$ cat src/rtl/pueo_rescale_coeff_loader.sv
// Writer-side sequencer for the rescaler coefficient chain: holds a per-lane table,
// shifts it into the B1 cascade on commit, then issues a single update strobe.
module pueo_rescale_coeff_loader #(
  parameter int NSAMP         = 8,
  parameter int CBITS         = 18,
  parameter int DEFAULT_COEFF = 17476,
  parameter int USE_SYNC      = 0
) (
  input  logic                     clk,
  input  logic                     rst,
  input  logic                     lane_wr_i,
  input  logic [$clog2(NSAMP)-1:0] lane_addr_i,
  input  logic [CBITS-1:0]         lane_dat_i,
  input  logic                     commit_i,
  input  logic                     sync_i,
  output logic                     busy_o,
  output logic                     done_o,
  output logic                     coeff_wr_o,
  output logic                     coeff_update_o,
  output logic [CBITS-1:0]         coeff_dat_o
);
  localparam int AW = $clog2(NSAMP);
  localparam logic [AW-1:0] LAST = AW'(NSAMP - 1);

  typedef enum logic [1:0] {IDLE, SHIFT, WAIT_SYNC, UPDATE} state_t;

  state_t                      state, state_nx;
  logic [AW-1:0]               k, k_nx;
  logic [NSAMP-1:0][CBITS-1:0] tbl;
  logic                        addr_ok;
  logic                        busy_nx, done_nx, wr_nx, upd_nx;
  logic [CBITS-1:0]            dat_nx;

  // Power-of-two lane counts cover the whole address space, so no range check is needed.
  generate
    if (NSAMP == (1 << AW)) begin : g_full
      assign addr_ok = 1'b1;
    end else begin : g_part
      assign addr_ok = ({{(32-AW){1'b0}}, lane_addr_i} < 32'(NSAMP));
    end
  endgenerate

  // Table is frozen whenever a sequence is running.
  always_ff @(posedge clk or posedge rst) begin
    if (rst)
      tbl <= {NSAMP{CBITS'(DEFAULT_COEFF)}};
    else if (lane_wr_i && state == IDLE && addr_ok)
      tbl[lane_addr_i] <= lane_dat_i;
  end

  always_ff @(posedge clk or posedge rst) begin
    if (rst) begin
      state          <= IDLE;
      k              <= '0;
      busy_o         <= 1'b0;
      done_o         <= 1'b0;
      coeff_wr_o     <= 1'b0;
      coeff_update_o <= 1'b0;
      coeff_dat_o    <= '0;
    end else begin
      state          <= state_nx;
      k              <= k_nx;
      busy_o         <= busy_nx;
      done_o         <= done_nx;
      coeff_wr_o     <= wr_nx;
      coeff_update_o <= upd_nx;
      coeff_dat_o    <= dat_nx;
    end
  end

  // Data trails each wr strobe by one cycle, matching the rescaler's internal register.
  always_comb begin
    state_nx = state;
    k_nx     = k;
    wr_nx    = 1'b0;
    upd_nx   = 1'b0;
    done_nx  = 1'b0;
    dat_nx   = '0;
    case (state)
      IDLE: begin
        if (commit_i) begin
          state_nx = SHIFT;
          k_nx     = '0;
          wr_nx    = 1'b1;
        end
      end
      SHIFT: begin
        dat_nx = tbl[LAST - k];
        if (k == LAST) begin
          if (USE_SYNC != 0) begin
            state_nx = WAIT_SYNC;
          end else begin
            state_nx = UPDATE;
            upd_nx   = 1'b1;
          end
        end else begin
          k_nx  = k + 1'b1;
          wr_nx = 1'b1;
        end
      end
      WAIT_SYNC: begin
        dat_nx = coeff_dat_o;
        if (sync_i) begin
          state_nx = UPDATE;
          upd_nx   = 1'b1;
        end
      end
      UPDATE: begin
        state_nx = IDLE;
        done_nx  = 1'b1;
      end
      default: state_nx = IDLE;
    endcase
    busy_nx = (state_nx != IDLE);
  end
endmodule

$ cat config.mk
export PLATFORM = sky130hd
export DESIGN_NAME = pueo_rescale_coeff_loader
export DESIGN_NICKNAME = d
export VERILOG_FILES = /design/src/rtl/pueo_rescale_coeff_loader.sv
export SDC_FILE = /design/constraint.sdc
export NUM_CORES = 1
export LEC_CHECK = 0
export ABC_AREA = 1
export CAP_MARGIN = 40
export CORE_ASPECT_RATIO = 2
export CORE_MARGIN = 5
export CORE_UTILIZATION = 35
export CTS_CLUSTER_DIAMETER = 120
export DETAILED_ROUTE_END_ITERATION = 10
export PLACE_DENSITY = 0.61
export RECOVER_POWER = 100
export SLEW_MARGIN = 20
export SYNTH_ARGS = -nofsm -noshare
export SYNTH_HDL_FRONTEND = slang
export SYNTH_SLANG_ARGS = --single-unit
$ cat constraint.sdc
create_clock -name clk -period 7.5 [get_ports clk]
set_clock_uncertainty 0.2 [all_clocks]
set_input_delay 0.75 -clock clk [delete_from_list [all_inputs] [get_ports clk]]
set_output_delay 0.75 -clock clk [all_outputs]
set_load 0.005 [all_outputs]
# Yosys cells after proc, flatten, opt, wreduce, memory -nomap -nowiden
# Index checks and enable logic that the tools add are counted.
dict set report totals {
  in_bits 26
  register_bits 171
  output_inout_bits 22
  wordCells 52
}
dict set report op_classes {
  order_cmp 3
  n_addsub 2
  n_reduce_logical 6
  n_mux 20
  eq_ne 6
}
# operator count
set op_table {}
lappend op_table {{$bwmux 144} 1}
lappend op_table {{$bmux 18 s3} 1}
lappend op_table {{$demux 18 s3} 1}
lappend op_table {{$mux 18} 2}
lappend op_table {{$pmux 18 s2} 1}
lappend op_table {{$lt 3x4->1 const B} 2}
lappend op_table {{$pmux 2 s4} 1}
lappend op_table {{$mux 2} 3}
lappend op_table {{$mux 3} 2}
lappend op_table {{$pmux 3 s2} 1}
lappend op_table {{$mux 1} 5}
lappend op_table {{$eq 2x2->1 const B} 2}
lappend op_table {{$ne 2x2->1 const B} 2}
lappend op_table {{$pmux 1 s2} 2}
lappend op_table {{$reduce_bool 2->1} 2}
lappend op_table {{$add 3x1->3 const B} 1}
lappend op_table {{$eq 3x3->1 const B} 1}
lappend op_table {{$ge 3x1->1 const B} 1}
lappend op_table {{$reduce_and 3->1} 1}
lappend op_table {{$sub 3x3->3 const A} 1}
lappend op_table {{$eq 2x1->1 const B} 1}
lappend op_table {{$logic_and 1x1->1} 2}
lappend op_table {{$logic_not 2->1} 1}

# Longest topological paths before layout
dict set report logic_depth {
  ltp_word 5
  mapped_depth 10
}

# Worst setup path before layout
# Ideal clock, no wire load.
dict set report synth_timing {
  path_kind {in2reg}
  start {input port lane_wr_i}
  end {register tbl[43] in the netlist's numbering}
  arrival_ps 1472
  setup_ps 123
  required_time_ps 7177
  path_slack_ps 5705
  n_path_buf 1
  path_stages 6
  cell_sequence {nand2_2 nor2_4 nand2_2 buf_4 nand2_1 o21ai_2}
}
dict set report synth_between {
  elab_chain_len 1
}
# item line
set synth_rtl {}
lappend synth_rtl {{start: declaration} 11} ;# input logic lane_wr_i,
lappend synth_rtl {{$logic_and 1x1->1} 47} ;# else if (lane_wr_i && state == IDLE && addr_ok)
lappend synth_rtl {{end signal: assignment} 46} ;# tbl <= {NSAMP{CBITS'(DEFAULT_COEFF)}};
lappend synth_rtl {{end signal: indexed assignment} 48} ;# tbl[lane_addr_i] <= lane_dat_i;
lappend synth_rtl {{end: declaration} 29} ;# logic [NSAMP-1:0][CBITS-1:0] tbl;
# No other way between the ends.
# A chain may end at the register's enable or synchronous reset.

# Final worst setup path
dict set report layout_timing {
  start {register k[0]}
  end {register coeff_dat_o[5]}
}
dict set report layout_between {
  elab_chain_len 4
}
# item line
set layout_rtl {}
lappend layout_rtl {{start: declaration} 28} ;# logic [AW-1:0] k, k_nx;
lappend layout_rtl {{start signal: assignment} 62} ;# k <= k_nx;
lappend layout_rtl {{$sub 3x3->3} 88} ;# dat_nx = tbl[LAST - k];
lappend layout_rtl {{$bmux 18 s3} 88}
lappend layout_rtl {{$mux 18 (implied by the code)} 88}
lappend layout_rtl {{$pmux 18 s2} 79} ;# case (state)
lappend layout_rtl {{end signal: assignment} 67} ;# coeff_dat_o <= dat_nx;
lappend layout_rtl {{end: declaration} 20} ;# output logic [CBITS-1:0] coeff_dat_o
# No other way between the ends. The select of a mux whose other input is x is not followed.

==> implementation parameters <==
Parameter                              Value

Clock network
  Clock buffers created by TritonCTS    17
  CTS tree    built
  Number of buffers on the longest clock path    2
  Clock edge transition at the registers on the reported setup and hold paths    0.07 ns
  Hold buffers post-CTS    0
  Clock tree root buffer cell    clkbuf_16
  Clk_lat worst skew    roughly 0.44 ns
  CTS H-tree lvls    4
  Number of clock sinks    between 150 and 200
  Quantity of gates resized following cts    0
  Setup fix buffers added after clock tree synthesis    0

Power
  P_int    2.408 mW
  Switching portion of total power    37.66%
  Clock share of power    22.9%
  Portion of total power attributed to sequential cells    40.9%
  Leakage Power    ~4.6 nW
  Total power divided by cell area    about 410 mW/mm²
  IR Drop Worst-Case VDD    around 0.25 mV
  Net switching power    1.455 mW
  Comb power frac    36.2%

Yosys
  Post-synth cell types    27
  Sequential fraction of the synthesis area    between 50% and 60%
  Instance count of the mapped netlist    1023
  FFs w/ async S/R, synth    100.0%
  Most common library cells after synthesis    nand2_1 (368), dfrtp_1 (139), inv_1 (135)
  Nets in the synthesized netlist    approximately 1100
  Total standard cell area after synthesis    0.008202 mm²
  Dominant cell by count in the synthesized netlist    nand2_1
  Total of warnings raised by yosys    0
  Post-synth EDFFs    0
  Area contributors post-synth    dfrtp_1 (42%), nand2_1 (17%), dfstp_2 (10%)
  Main synth FF type    dfrtp_1
  Most area-hungry cell type in the Yosys netlist    dfrtp_1
  Flop and latch count out of synthesis    171
  Post-synthesis area per instance    8.017 µm²
  Area share of the leading cell type in the synthesized netlist    42.41%

Route
  Number of nets still failing antenna checks after routing    0
  First-pass DRT Iterations    5
  Count of vias placed by the detailed router    6535
  Number of DRC violations after detailed routing    0
  Average via count per standard cell    4.855
  Violation count after the first detailed-route iteration    452
  Overall routed net length    around 21 mm
  DR WL/cell    15.79 µm

Floorplan
  Initial core utilization    a little over a third
  Overall die width    118.2 µm
  Site row count    79
  Full die area    approximately 0.027 mm²
  Chip height    around 230 µm
  Area of the core region    0.02323 mm²
  I/O Pins    48

Status
  Failing checks    capacitance limit, slew limit
  Run status    complete, but fails checks

Placed design
  Routability-driven placement congestion ratio    0.7500
  Count of port buffers added during placement    47
  Post-detail-place hpwl    around 13 mm
  Inst Count DP    approximately 1300

Worst setup path
  Kind of end point of the critical path    register
  Startpoint types    register
  Critical path origin    k[0]
  Capturing point of the worst reg2reg path    coeff_dat_o[5]
  Length in cells of the worst reg-to-reg path    10
  Slack of the worst reg-to-reg path    between 3 and 4 ns
  Biggest fanout along the worst timing path    46
  Data arrival time of the worst path    a little under 4 ns
  R2r startpoint    k[0]
  Critical path type    register to register
  Required time at the endpoint of the critical path    7.62 ns

Timing
  Final cycle utilization of the critical path    50.78%
  Setup violation total in the final timing report    0
  Worst slew pin tran    2.007 ns
  Highest clock frequency the design can meet    0.2626 GHz
  Slew margin rel.    -34.54%
  Setup_tns    0 ns
  Final Slew Violations    around 140
  Time the final worst path needs with I/O delays and setup    3.809 ns
  Unrepaired setup endpoints after global routing    false
  Number of hold-slack violations in the final timing report    0

Cells and area
  Filler-free cell count of the finished design    1346
  Fraction of the core area covered by cells at the end of the flow    40.17%
  Final net count    1083
  Count of fill cells added during filler insertion    2343
  Share of cells above drive strength 1    7.714%
  Area growth from synthesis to layout    13.78%
  Antenna diodes    0

Min path
  Worst hold path endpoint    coeff_dat_o[12]
  Startpoint of the most critical hold path    coeff_dat_o[12]
  Path class of the lowest-slack min-delay path    register to register
  Hold Path Stages    2

GRT
  Remaining global-route overflow    0
  Initial antenna violation count    0
  Number of global-route vias before repair    6575
  Pin count of the biggest net entering global routing    around 60
  First-pass GRT wire length    ~35 mm
  Aggregate global-route resource usage    16.73%

Job
  Max-cap viol count    4
[through the flow]
step	instance area, µm²	worst slack, ns	hold slack (ns)	power, mW
floorplan	8202	1.971	0.2507	2.601
global route	9331	3.316	0.3037	4.210
finish	9331	3.691	0.2763	3.863
detailed placement	8880	4.717	0.2648	3.049
CTS	9473	4.699	0.2760	3.952
global placement	8747	4.335	0.2618	2.985
[per-layer routing]
metal  vias up  GRT usage (%)  part of all wire, %
li1       3234              -                    -
met1      3150          19.14                   41
met2       123          30.79                   54
met3        28          3.120                  3.2
met4         0          6.074                  2.1
met5         -              0                    0
[flip-flops by register name (all words and copies together) (netlist names)]
| register | cells |
|---|---|
| coeff_wr_o | 1 |
| busy_o | 1 |
| done_o | 1 |
| coeff_update_o | 1 |
| state | 2 |
| coeff_dat_o | 18 |
| k | 3 |
| tbl | 144 |
[worst max path at each step]
stage | end | depth (start not counted) | slack (ns)
after global placement | k[0] | 3 | 4.33
after floorplan | busy_o | 1 | 1.97
after CTS | coeff_dat_o[5] | 9 | 4.70
after detailed placement | coeff_dat_o[5] | 9 | 4.72
final | coeff_dat_o[5] | 10 | 3.69
after global routing | tbl[136] | 4 | 3.32
[power groups by stage]
stage	logic [mW]	clock network (mW)	registers, mW
after floorplan	1.06	0	1.54
after global placement	1.40	0	1.59
after detailed placement	1.46	0	1.59
after CTS	1.47	0.907	1.58
after global routing	1.64	0.943	1.63
final	1.40	0.886	1.58
[cells in the final DEF, fill, tap and decap left out, types with 3 or more instances in the layout]
cell type / Yosys / layout
nand2_1: 368 / 376
o21ai_0: 78 / 140
dfrtp_1: 139 / 138
inv_1: 135 / 135
nand3_1: 114 / 114
dfstp_2: 32 / 32
clkdlybuf4s50_1: 0 / 24
dlygate4sd3_1: 0 / 23
clkbuf_16: 0 / 17
nor2_1: 6 / 8
ha_1: 7 / 7
o21ai_1: 52 / 6
clkinvlp_4: 0 / 5
clkbuf_1: 6 / 5
inv_6: 0 / 4
clkinv_4: 0 / 4
o21ai_2: 19 / 3
buf_16: 0 / 3
buf_4: 8 / 3
[cells by family (layout without fill, tap and decap cells)]
logic type	Yosys count	in the layout	share of synthesized area [%]
AOI/OAI and AO/OA	152	152	10.22
buffers and inverters	192	232	10.39
DFF	171	171	52.66
adders and majority gates	7	7	1.068
and+or+nand+nor	501	501	25.66
[layout make-up]
class                   count  area (µm²)  share of cell area [%]
multi-input cells         660        2897                   31.04
inverters                 139       523.0                   5.605
clock buffers              17       425.4                   4.559
flip-flops and latches    171        4320                   46.30
clock inverters            15       167.7                   1.797
repair buffers             61       644.4                   6.905
well taps                 283       354.1                   3.795
[critical path, cell delays in order (launching register included)]
cell and delay, ns:
dfrtp_2 0.34, clkbuf_1 1.30, buf_12 0.33, inv_1 0.48
buf_4 0.49, nand2_1 0.12, nand2_1 0.08, nand2_1 0.08
nand3_1 0.07, nand3_1 0.08, nand2_1 0.06
Note: power is estimated with default switching activity, not from simulation.
